**config.mk**
```make
export PLATFORM = sky130hd
export DESIGN_NAME = dcache_mem_responder
export DESIGN_NICKNAME = d
export VERILOG_FILES = /design/src/rtl/dcache_pkg.sv /design/src/rtl/dcache_mem_responder.sv
export SDC_FILE = /design/constraint.sdc
export NUM_CORES = 1
export LEC_CHECK = 0
export ABC_AREA = 1
export BUFFER_PORTS_ARGS = -buffer_cell sky130_fd_sc_hd__buf_4
export CORE_UTILIZATION = 50
export DETAILED_ROUTE_END_ITERATION = 10
export PLACE_DENSITY = 0.84
export SYNTH_ARGS = -nofsm -noshare
export SYNTH_HDL_FRONTEND = slang
export SYNTH_SLANG_ARGS = --single-unit
export TNS_END_PERCENT = 1
```
**constraint.sdc**
```tcl
create_clock -name clk_i -period 6.5 [get_ports clk_i]
set_clock_uncertainty 0.15 [all_clocks]
set_input_delay 0.325 -clock clk_i [delete_from_list [all_inputs] [get_ports clk_i]]
set_output_delay 0.325 -clock clk_i [all_outputs]
set_load 0.05 [all_outputs]
```
**src/rtl/dcache_pkg.sv**
```systemverilog
// Shared dcache definitions: memory request size codes and the memory-side responder FSM state.
package dcache_pkg;

  localparam logic [2:0] CACHE_MEM_REQ_SIZE_BYTE  = 3'b000;
  localparam logic [2:0] CACHE_MEM_REQ_SIZE_HALF  = 3'b001;
  localparam logic [2:0] CACHE_MEM_REQ_SIZE_WORD  = 3'b010;
  localparam logic [2:0] CACHE_MEM_REQ_SIZE_DWORD = 3'b011;
  localparam logic [2:0] CACHE_MEM_REQ_SIZE_LINE  = 3'b111;

  typedef enum logic [2:0] {
    StIdle,
    StAck,
    StIssue,
    StWaitResp,
    StDone
  } mem_responder_state_t;

  // Number of SRAM beats a request needs; reserved codes fall back to one beat.
  function automatic int unsigned mem_req_beats(input logic [2:0]  size,
                                                input int unsigned line_words);
    int unsigned beats;
    case (size)
      CACHE_MEM_REQ_SIZE_LINE:  beats = line_words;
      CACHE_MEM_REQ_SIZE_DWORD: beats = 2;
      default:                  beats = 1;
    endcase
    return beats;
  endfunction

endpackage

```
**src/rtl/dcache_mem_responder.sv**
```systemverilog
// Memory-side responder for the dcache: turns line/word requests into a sequence of
// single-outstanding beats on a grant/valid word SRAM port, answering with ack then done.
module dcache_mem_responder #(
  parameter int unsigned LINE_WIDTH = 128,
  parameter int unsigned XLEN       = 32,
  parameter int unsigned ADDR_WIDTH = 32
) (
  input  logic                    clk_i,
  input  logic                    rst_i,
  input  logic                    req_i,
  input  logic                    we_i,
  input  logic [ADDR_WIDTH-1:0]   addr_i,
  input  logic [2:0]              size_i,
  input  logic [LINE_WIDTH-1:0]   wdata_i,
  input  logic [LINE_WIDTH/8-1:0] be_i,
  output logic                    ack_o,
  output logic                    done_o,
  output logic [LINE_WIDTH-1:0]   rdata_o,
  output logic                    sram_req_o,
  output logic                    sram_we_o,
  output logic [ADDR_WIDTH-1:0]   sram_addr_o,
  output logic [XLEN-1:0]         sram_wdata_o,
  output logic [XLEN/8-1:0]       sram_be_o,
  input  logic                    sram_gnt_i,
  input  logic                    sram_rvalid_i,
  input  logic [XLEN-1:0]         sram_rdata_i
);
  import dcache_pkg::*;

  localparam int unsigned LineBytes = LINE_WIDTH / 8;
  localparam int unsigned WordBytes = XLEN / 8;
  localparam int unsigned NumWords  = LINE_WIDTH / XLEN;
  localparam int unsigned WordIdxW  = (NumWords > 1) ? $clog2(NumWords) : 1;
  localparam int unsigned WordOffW  = $clog2(WordBytes);
  localparam int unsigned LineOffW  = $clog2(LineBytes);
  localparam int unsigned TagW      = ADDR_WIDTH - LineOffW;

  mem_responder_state_t state_q, state_d;

  logic                    we_q;
  logic [TagW-1:0]         line_q;
  logic [WordIdxW-1:0]     start_w_q;
  logic [WordIdxW-1:0]     last_beat_q;
  logic [LINE_WIDTH-1:0]   wdata_q;
  logic [LINE_WIDTH/8-1:0] be_q;
  logic [WordIdxW-1:0]     beat_q, beat_d;
  logic [LINE_WIDTH-1:0]   rdata_q;

  logic                    capture;
  logic [WordIdxW-1:0]     plan_start_w;
  logic [WordIdxW-1:0]     plan_last_beat;
  logic [WordIdxW-1:0]     cur_w;
  logic                    issuing;
  logic                    rd_write;

  // Byte offset inside a word never selects a beat; only the word index matters.
  logic unused_addr_bits;
  assign unused_addr_bits = ^addr_i[WordOffW-1:0];

  // Beat plan. Line refills start at word 0; everything else starts at the addressed
  // word, so a dword at the last word of a line wraps to word 0 of the same line.
  always_comb begin
    plan_last_beat = WordIdxW'(mem_req_beats(size_i, NumWords) - 1);
    if (size_i == CACHE_MEM_REQ_SIZE_LINE) begin
      plan_start_w = '0;
    end else begin
      plan_start_w = addr_i[LineOffW-1:WordOffW];
    end
  end

  assign capture  = (state_q == StIdle) && req_i;
  assign cur_w    = start_w_q + beat_q;
  assign issuing  = (state_q == StAck) || (state_q == StIssue);
  assign rd_write = (state_q == StWaitResp) && sram_rvalid_i && !we_q;

  always_comb begin
    state_d = state_q;
    beat_d  = beat_q;
    unique case (state_q)
      StIdle: begin
        if (req_i) begin
          state_d = StAck;
        end
      end
      // ACK already presents the first beat, so a same-cycle grant skips ISSUE.
      StAck, StIssue: begin
        if (sram_gnt_i) begin
          state_d = StWaitResp;
        end else begin
          state_d = StIssue;
        end
      end
      StWaitResp: begin
        if (sram_rvalid_i) begin
          if (beat_q == last_beat_q) begin
            state_d = StDone;
          end else begin
            beat_d  = beat_q + 1'b1;
            state_d = StIssue;
          end
        end
      end
      StDone: begin
        state_d = StIdle;
      end
      default: begin
        state_d = StIdle;
      end
    endcase
  end

  always_ff @(posedge clk_i) begin
    if (rst_i) begin
      state_q     <= StIdle;
      beat_q      <= '0;
      we_q        <= 1'b0;
      line_q      <= '0;
      start_w_q   <= '0;
      last_beat_q <= '0;
      wdata_q     <= '0;
      be_q        <= '0;
      rdata_q     <= '0;
    end else begin
      state_q <= state_d;
      beat_q  <= beat_d;
      if (capture) begin
        we_q        <= we_i;
        line_q      <= addr_i[ADDR_WIDTH-1:LineOffW];
        start_w_q   <= plan_start_w;
        last_beat_q <= plan_last_beat;
        wdata_q     <= wdata_i;
        be_q        <= be_i;
        beat_q      <= '0;
        rdata_q     <= '0;
      end else if (rd_write) begin
        rdata_q[cur_w*XLEN +: XLEN] <= sram_rdata_i;
      end
    end
  end

  always_comb begin
    ack_o        = (state_q == StAck);
    done_o       = (state_q == StDone);
    rdata_o      = rdata_q;
    sram_req_o   = issuing;
    sram_we_o    = 1'b0;
    sram_addr_o  = '0;
    sram_wdata_o = '0;
    sram_be_o    = '0;
    if (issuing) begin
      sram_we_o    = we_q;
      sram_addr_o  = {line_q, cur_w, {WordOffW{1'b0}}};
      sram_wdata_o = wdata_q[cur_w*XLEN +: XLEN];
      sram_be_o    = we_q ? be_q[cur_w*WordBytes +: WordBytes] : '1;
    end
  end

endmodule

```
## Word level (Yosys, flattened, before mapping)

Index checks and enable logic that the tools add are counted.
Widths: inputs -> output; s select.

| storage, ports and cells | value |
|---|---|
| input bits | 217 |
| word-level logic and storage cells | 50 |
| flip-flop bits (word level) | 310 |
| output and inout port bits | 200 |

| cells by class | value |
|---|---|
| reduce and logical (&&, ||, !) cells | 10 |
| $add $sub $neg | 4 |
| shift operators | 4 |
| eq/ne operators | 9 |
| bitwise logic cells | 1 |
| mux-type cells | 13 |

Operators with widths:

| cell | number |
|---|---|
| $bwmux 128 | 1 |
| $shift 32x34->128 const A | 1 |
| $shiftx 128x8->32 | 1 |
| $shiftx 32x34->128 | 1 |
| $mux 32 | 2 |
| $neg 7->34 | 1 |
| $shiftx 16x5->4 | 1 |
| $eq 3x2->1 const B | 3 |
| $mux 3 | 3 |
| $pmux 3 s3 | 1 |
| $mux 4 | 2 |
| $eq 3x3->1 const B | 2 |
| $ne 2x2->1 const B | 2 |
| $pmux 2 s2 | 1 |
| $reduce_or 2->1 | 2 |
| $eq 3x1->1 const B | 1 |
| $logic_and 1x1->1 | 3 |
| $logic_not 3->1 | 1 |
| $reduce_and 3->1 | 1 |
| $add 2x1->2 const B | 1 |
| $add 2x2->2 | 1 |
| $eq 2x2->1 | 1 |
| $mux 1 | 2 |
| $mux 2 | 1 |
| 5 further kinds | 5 |

## Logic depth before layout (Yosys ltp)

| logic depth | value |
|---|---|
| depth in word-level cells | 4 |
| depth in mapped cells | 15 |
| gate-level depth less buffers | 12 |

## Worst setup path before layout

Ideal clock, no wire load.

| timing path | value |
|---|---|
| kind | flip-flop to output port |
| start point | register beat_q[0] |
| end point | output sram_wdata_o[23] |
| cell stages (with the launch flop) | 9 |
| buffers on the path | 3 |
| arrival time | 2.210 ns |
| path slack | 3.815 ns |
| cell sequence | dfxtp_1 > ha_1 > clkbuf_1 > buf_2 > buf_2 > nand2_1 > o21ai_0 > nand2_1 > a31oi_1 |

| between the ends | value |
|---|---|
| cells in the longest elaborated chain, start to end | 3 |

Ends and longest elaborated chain:

| element | line | source |
|---|---|---|
| start: declaration | dcache_mem_responder.sv:46 | `logic [WordIdxW-1:0] beat_q, beat_d;` |
| start signal: assignment | dcache_mem_responder.sv:125 | `beat_q <= beat_d;` |
| $add 2x2->2 | dcache_mem_responder.sv:72 | `assign cur_w = start_w_q + beat_q;` |
| $shiftx 128x8->32 | dcache_mem_responder.sv:153 | `sram_wdata_o = wdata_q[cur_w*XLEN +: XLEN];` |
| $mux 32 | dcache_mem_responder.sv:150 | `if (issuing) begin` |
| end: declaration | dcache_mem_responder.sv:22 | `output logic [XLEN-1:0] sram_wdata_o,` |

Every way passes these cells.

## Final worst setup path

| timing path | value |
|---|---|
| start point | register beat_q[0] |
| end point | register rdata_q[18], in the netlist rdata_o[18] |

| between the ends | value |
|---|---|
| cells in the longest elaborated chain, start to end | 4 |
| elaborated cells between the ends (all ways) | 5 |
| those cells by class | add/sub (2); shift (2); mux (1) |

Ends and longest elaborated chain:

| element | line | source |
|---|---|---|
| $add 2x2->2 * | dcache_mem_responder.sv:72 |  |
| $neg 7->34 * | dcache_mem_responder.sv:136 | `rdata_q[cur_w*XLEN +: XLEN] <= sram_rdata_i;` |
| $shiftx 32x34->128 / $shift 32x34->128 (equally long branches) | dcache_mem_responder.sv:136 |  |
| $bwmux 128 * | dcache_mem_responder.sv:136 |  |
| end signal: indexed assignment | dcache_mem_responder.sv:136 |  |
| end: declaration | dcache_mem_responder.sv:47 | `logic [LINE_WIDTH-1:0] rdata_q;` |

Mark *: on every way between the ends. The rest lies on a longest branch, timed or not.
A chain may end at the register's enable or synchronous reset.

==> results.txt <==
The flow ran to the end, and the final reports show no timing, DRC or antenna violations. The count of distinct cell types in the synthesized netlist was 30. The final-report hold violation count came out at 0.

The start-to-end type of the worst setup path is reg -> reg. The tree is rooted in a sky130_fd_sc_hd__clkbuf_16. After synthesis the netlist holds a flip-flop and latch count of 310.

At the pin with the least slew margin, the transition time is 1381 ps. Timing analysis after detailed placement gives a worst setup slack of 2224 ps. The Yosys step of the flow raised 0 warnings.

Measured against its own limit, the worst slew margin works out to 7.722%. Final hold analysis gives a worst-case slack of 13.45 ps. Final setup slack of the worst path: 2009 ps.

The timing-limited maximum frequency is 222.7 MHz. The total half-perimeter wirelength after legalization and detailed placement was 27740 um. After clock tree synthesis, the clock-pin slew on the worst setup and hold paths is 60 ps. After layout, the worst path uses 69.09% of the clock period. The die covers 26930 um^2.

The fraction of final layout cells with drive strength greater than 1 was 20.16%; the number of setup buffers added after CTS was 0. For the final layout net count, the log shows 2641. The count of input and output buffers works out to 412. The global-route usage over all layers is 36.97%, and the total core area is 25470 um^2. The number of global-route vias before repair was 15337; the global placement routability congestion was 0.8579. STA classifies the critical path startpoint as a flop. The row count is 58. In this run, CTS created clock tree buffers numbering 34.

The count of routing violations after the opening detailed-route iteration is 1666. The maximum number of buffers from clock root to sink is 3, and the required time of the critical path is 6780 ps. Total negative slack: 0 ps.

The run gives 8 as the number of iterations in the first detailed-routing pass. For this design the ratio of total power to cell area is 273.4 nW/um^2. Clock latency on the worst-skew pair, taken at its later pin, is 490 ps. Setup violations remaining at the end of the flow were counted as 0. The maximum fanout encountered on the critical timing path came out at 46.

The leakage power of the design is 8.113 nW. After detailed routing, the total wire length is 51460 um. For the hold buffer count at cts, the log shows 198. Data arrives at the worst endpoint at 4770 ps. In the routed design, unresolved DRC markers number 0. The run gives 2516 as the cell total after placement. The tools report the number of maximum-capacitance constraint violations as 0.

In this run, post-CTS repair resized a total of 0 instances. In the routed layout, each cell is associated on average with a via count of 5.656. The residual antenna-violating net count after detailed routing came out at 0. The layout overhead on the synthesized area is 45.71%, and the initial antenna violation count is 2. TritonCTS built the clock tree. Entering global routing, the biggest net connects 119 pins.

The logs give 13140 um^2 for the mapped cell area and 2 for the number of H-tree branching levels. The logs give 1906 for the number of instances in the synthesized netlist and 2773 for the final instance count without filler cells. In this run the vertical extent of the chip is 164.1 um. The number of I/O pins came out at 417.

The initial utilization of the core area, before any placement, comes to 51.57%. The min-delay analysis places its worst path in the category in -> reg. VDD sags by at most 0.2360 mV. The first global-routing pass estimated 78380 um of wire. The number of sinks driven by the clock tree is 310, and the detailed-route wire length per cell is 18.56 um.

For the leftover overflow at the end of global routing, the log shows 0. The tools report the type of element capturing the critical path as a flop. Setup repair after global routing left no endpoint under its margin. In this run the mean area of a mapped cell was 6.892 um^2.

The width of the die came out at 164.1 um. The count of pins over their slew limit is 0. For this block, the via count after detailed routing is 15684.

The clock period could shrink to 4491 ps. For this run, the register share of the synthesized area comes to 47.24%. The final total power was 5.233 mW.
-- worst paths after layout --
check / from / endpoint / slack [ps] / depth (start not counted)
worst max register to register: beat_q[0] / rdata_o[18] / 2010 / 6
worst max-delay path: beat_q[0] / rdata_o[18] / 2010 / 6
worst min register to register: be_q[3] / be_q[3] / 300 / 2
worst min-delay path: sram_rdata_i[9] / rdata_o[9] / 10 / 3
-- stage by stage --
| step | util, % | cell area, um^2 |
|---|---|---|
| after floorplan | - | 13140 |
| after global placement | 63.37 | 16140 |
| after detailed placement | 63.37 | 16140 |
| after CTS | 75.08 | 19120 |
| after global routing | 75.14 | 19140 |
| final | 75.14 | 19140 |
-- flip-flops by register name, summed over array words and instances (netlist names) --
name,cells
wdata_q,128
start_w_q,2
state_q,3
line_q,28
beat_q,2
be_q,16
last_beat_q,2
rdata_o,128
we_q,1
-- Yosys cell counts, drive strengths merged --
master / number / area, um^2
o22ai: 1 / 6.260
a21oi: 272 / 1361
or2: 1 / 6.260
dfxtp: 310 / 6206
clkbuf: 72 / 270.3
ha: 3 / 37.54
clkinv: 1 / 3.750
inv: 162 / 608.1
a211oi: 1 / 7.510
nand2: 543 / 2041
o21ai: 148 / 740.7
a31oi: 32 / 200.2
nand4: 2 / 18.77
nor2: 166 / 635.6
nor4: 1 / 6.260
nor3: 35 / 186.4
xor2: 1 / 8.760
buf: 77 / 397.9
nand3: 77 / 390.4
conb: 1 / 3.750
-- final cells by class --
| type | instances | area (um^2) |
|---|---|---|
| Antenna cell | 3 | 7.507 |
| Clock inverter | 5 | 28.78 |
| Clock buffer | 50 | 972.2 |
| Sequential cell | 310 | 6206 |
| Fill cell | 1690 | 6331 |
| Inverter | 163 | 611.8 |
| Timing Repair Buffer | 627 | 5205 |
| Multi-Input combinational cell | 1285 | 5697 |
| Tap cell | 330 | 412.9 |
-- worst max-delay path, stage by stage, from the launching register on --
cell                      delay (ps)
sky130_fd_sc_hd__dfxtp_1         450
sky130_fd_sc_hd__ha_4            390
sky130_fd_sc_hd__inv_2           700
sky130_fd_sc_hd__nand2_1        1050
sky130_fd_sc_hd__inv_1          1250
sky130_fd_sc_hd__nand3_1         210
sky130_fd_sc_hd__a21oi_1         190
-- layout by cell type, fill, tap and decap left out, types with 32 or more instances in the layout --
cell type                       count
sky130_fd_sc_hd__nand2_1          541
sky130_fd_sc_hd__clkbuf_16         35
sky130_fd_sc_hd__nor3_1            34
sky130_fd_sc_hd__a31oi_1           32
sky130_fd_sc_hd__buf_4            428
sky130_fd_sc_hd__dfxtp_1          310
sky130_fd_sc_hd__o21ai_0          138
sky130_fd_sc_hd__dlygate4sd3_1    199
sky130_fd_sc_hd__nand3_1           75
sky130_fd_sc_hd__a21oi_1          272
sky130_fd_sc_hd__nor2_1           161
sky130_fd_sc_hd__inv_1            156
-- power breakdown --
part           internal, mW  switching [mW]
clock                  1.03           0.763
combinational         0.422           0.906
sequential             2.04          0.0705
total                  3.49            1.74
-- kinds of logic after synthesis --
| kind of cell | Yosys count | synth area share [%] |
|---|---|---|
| and+or+nand+nor | 825 | 25.00 |
| AOI/OAI and AO/OA | 454 | 17.63 |
| buffers and inverters | 312 | 9.744 |
| DFF | 310 | 47.24 |
| adders and majority gates | 3 | 0.2858 |
| xor gates and xnor gates | 1 | 0.06669 |
| other | 1 | 0.02855 |
-- metal layers --
layer / part of all wire, % / up-vias / global-route usage, %
met4: 8.1 / 0 / 28.16
met2: 47 / 1169 / 62.10
li1: - / 7099 / -
met3: 10 / 356 / 8.258
met1: 34 / 7060 / 40.66
met5: 0 / - / 0
No activity file was read; power rests on OpenSTA's default activity.
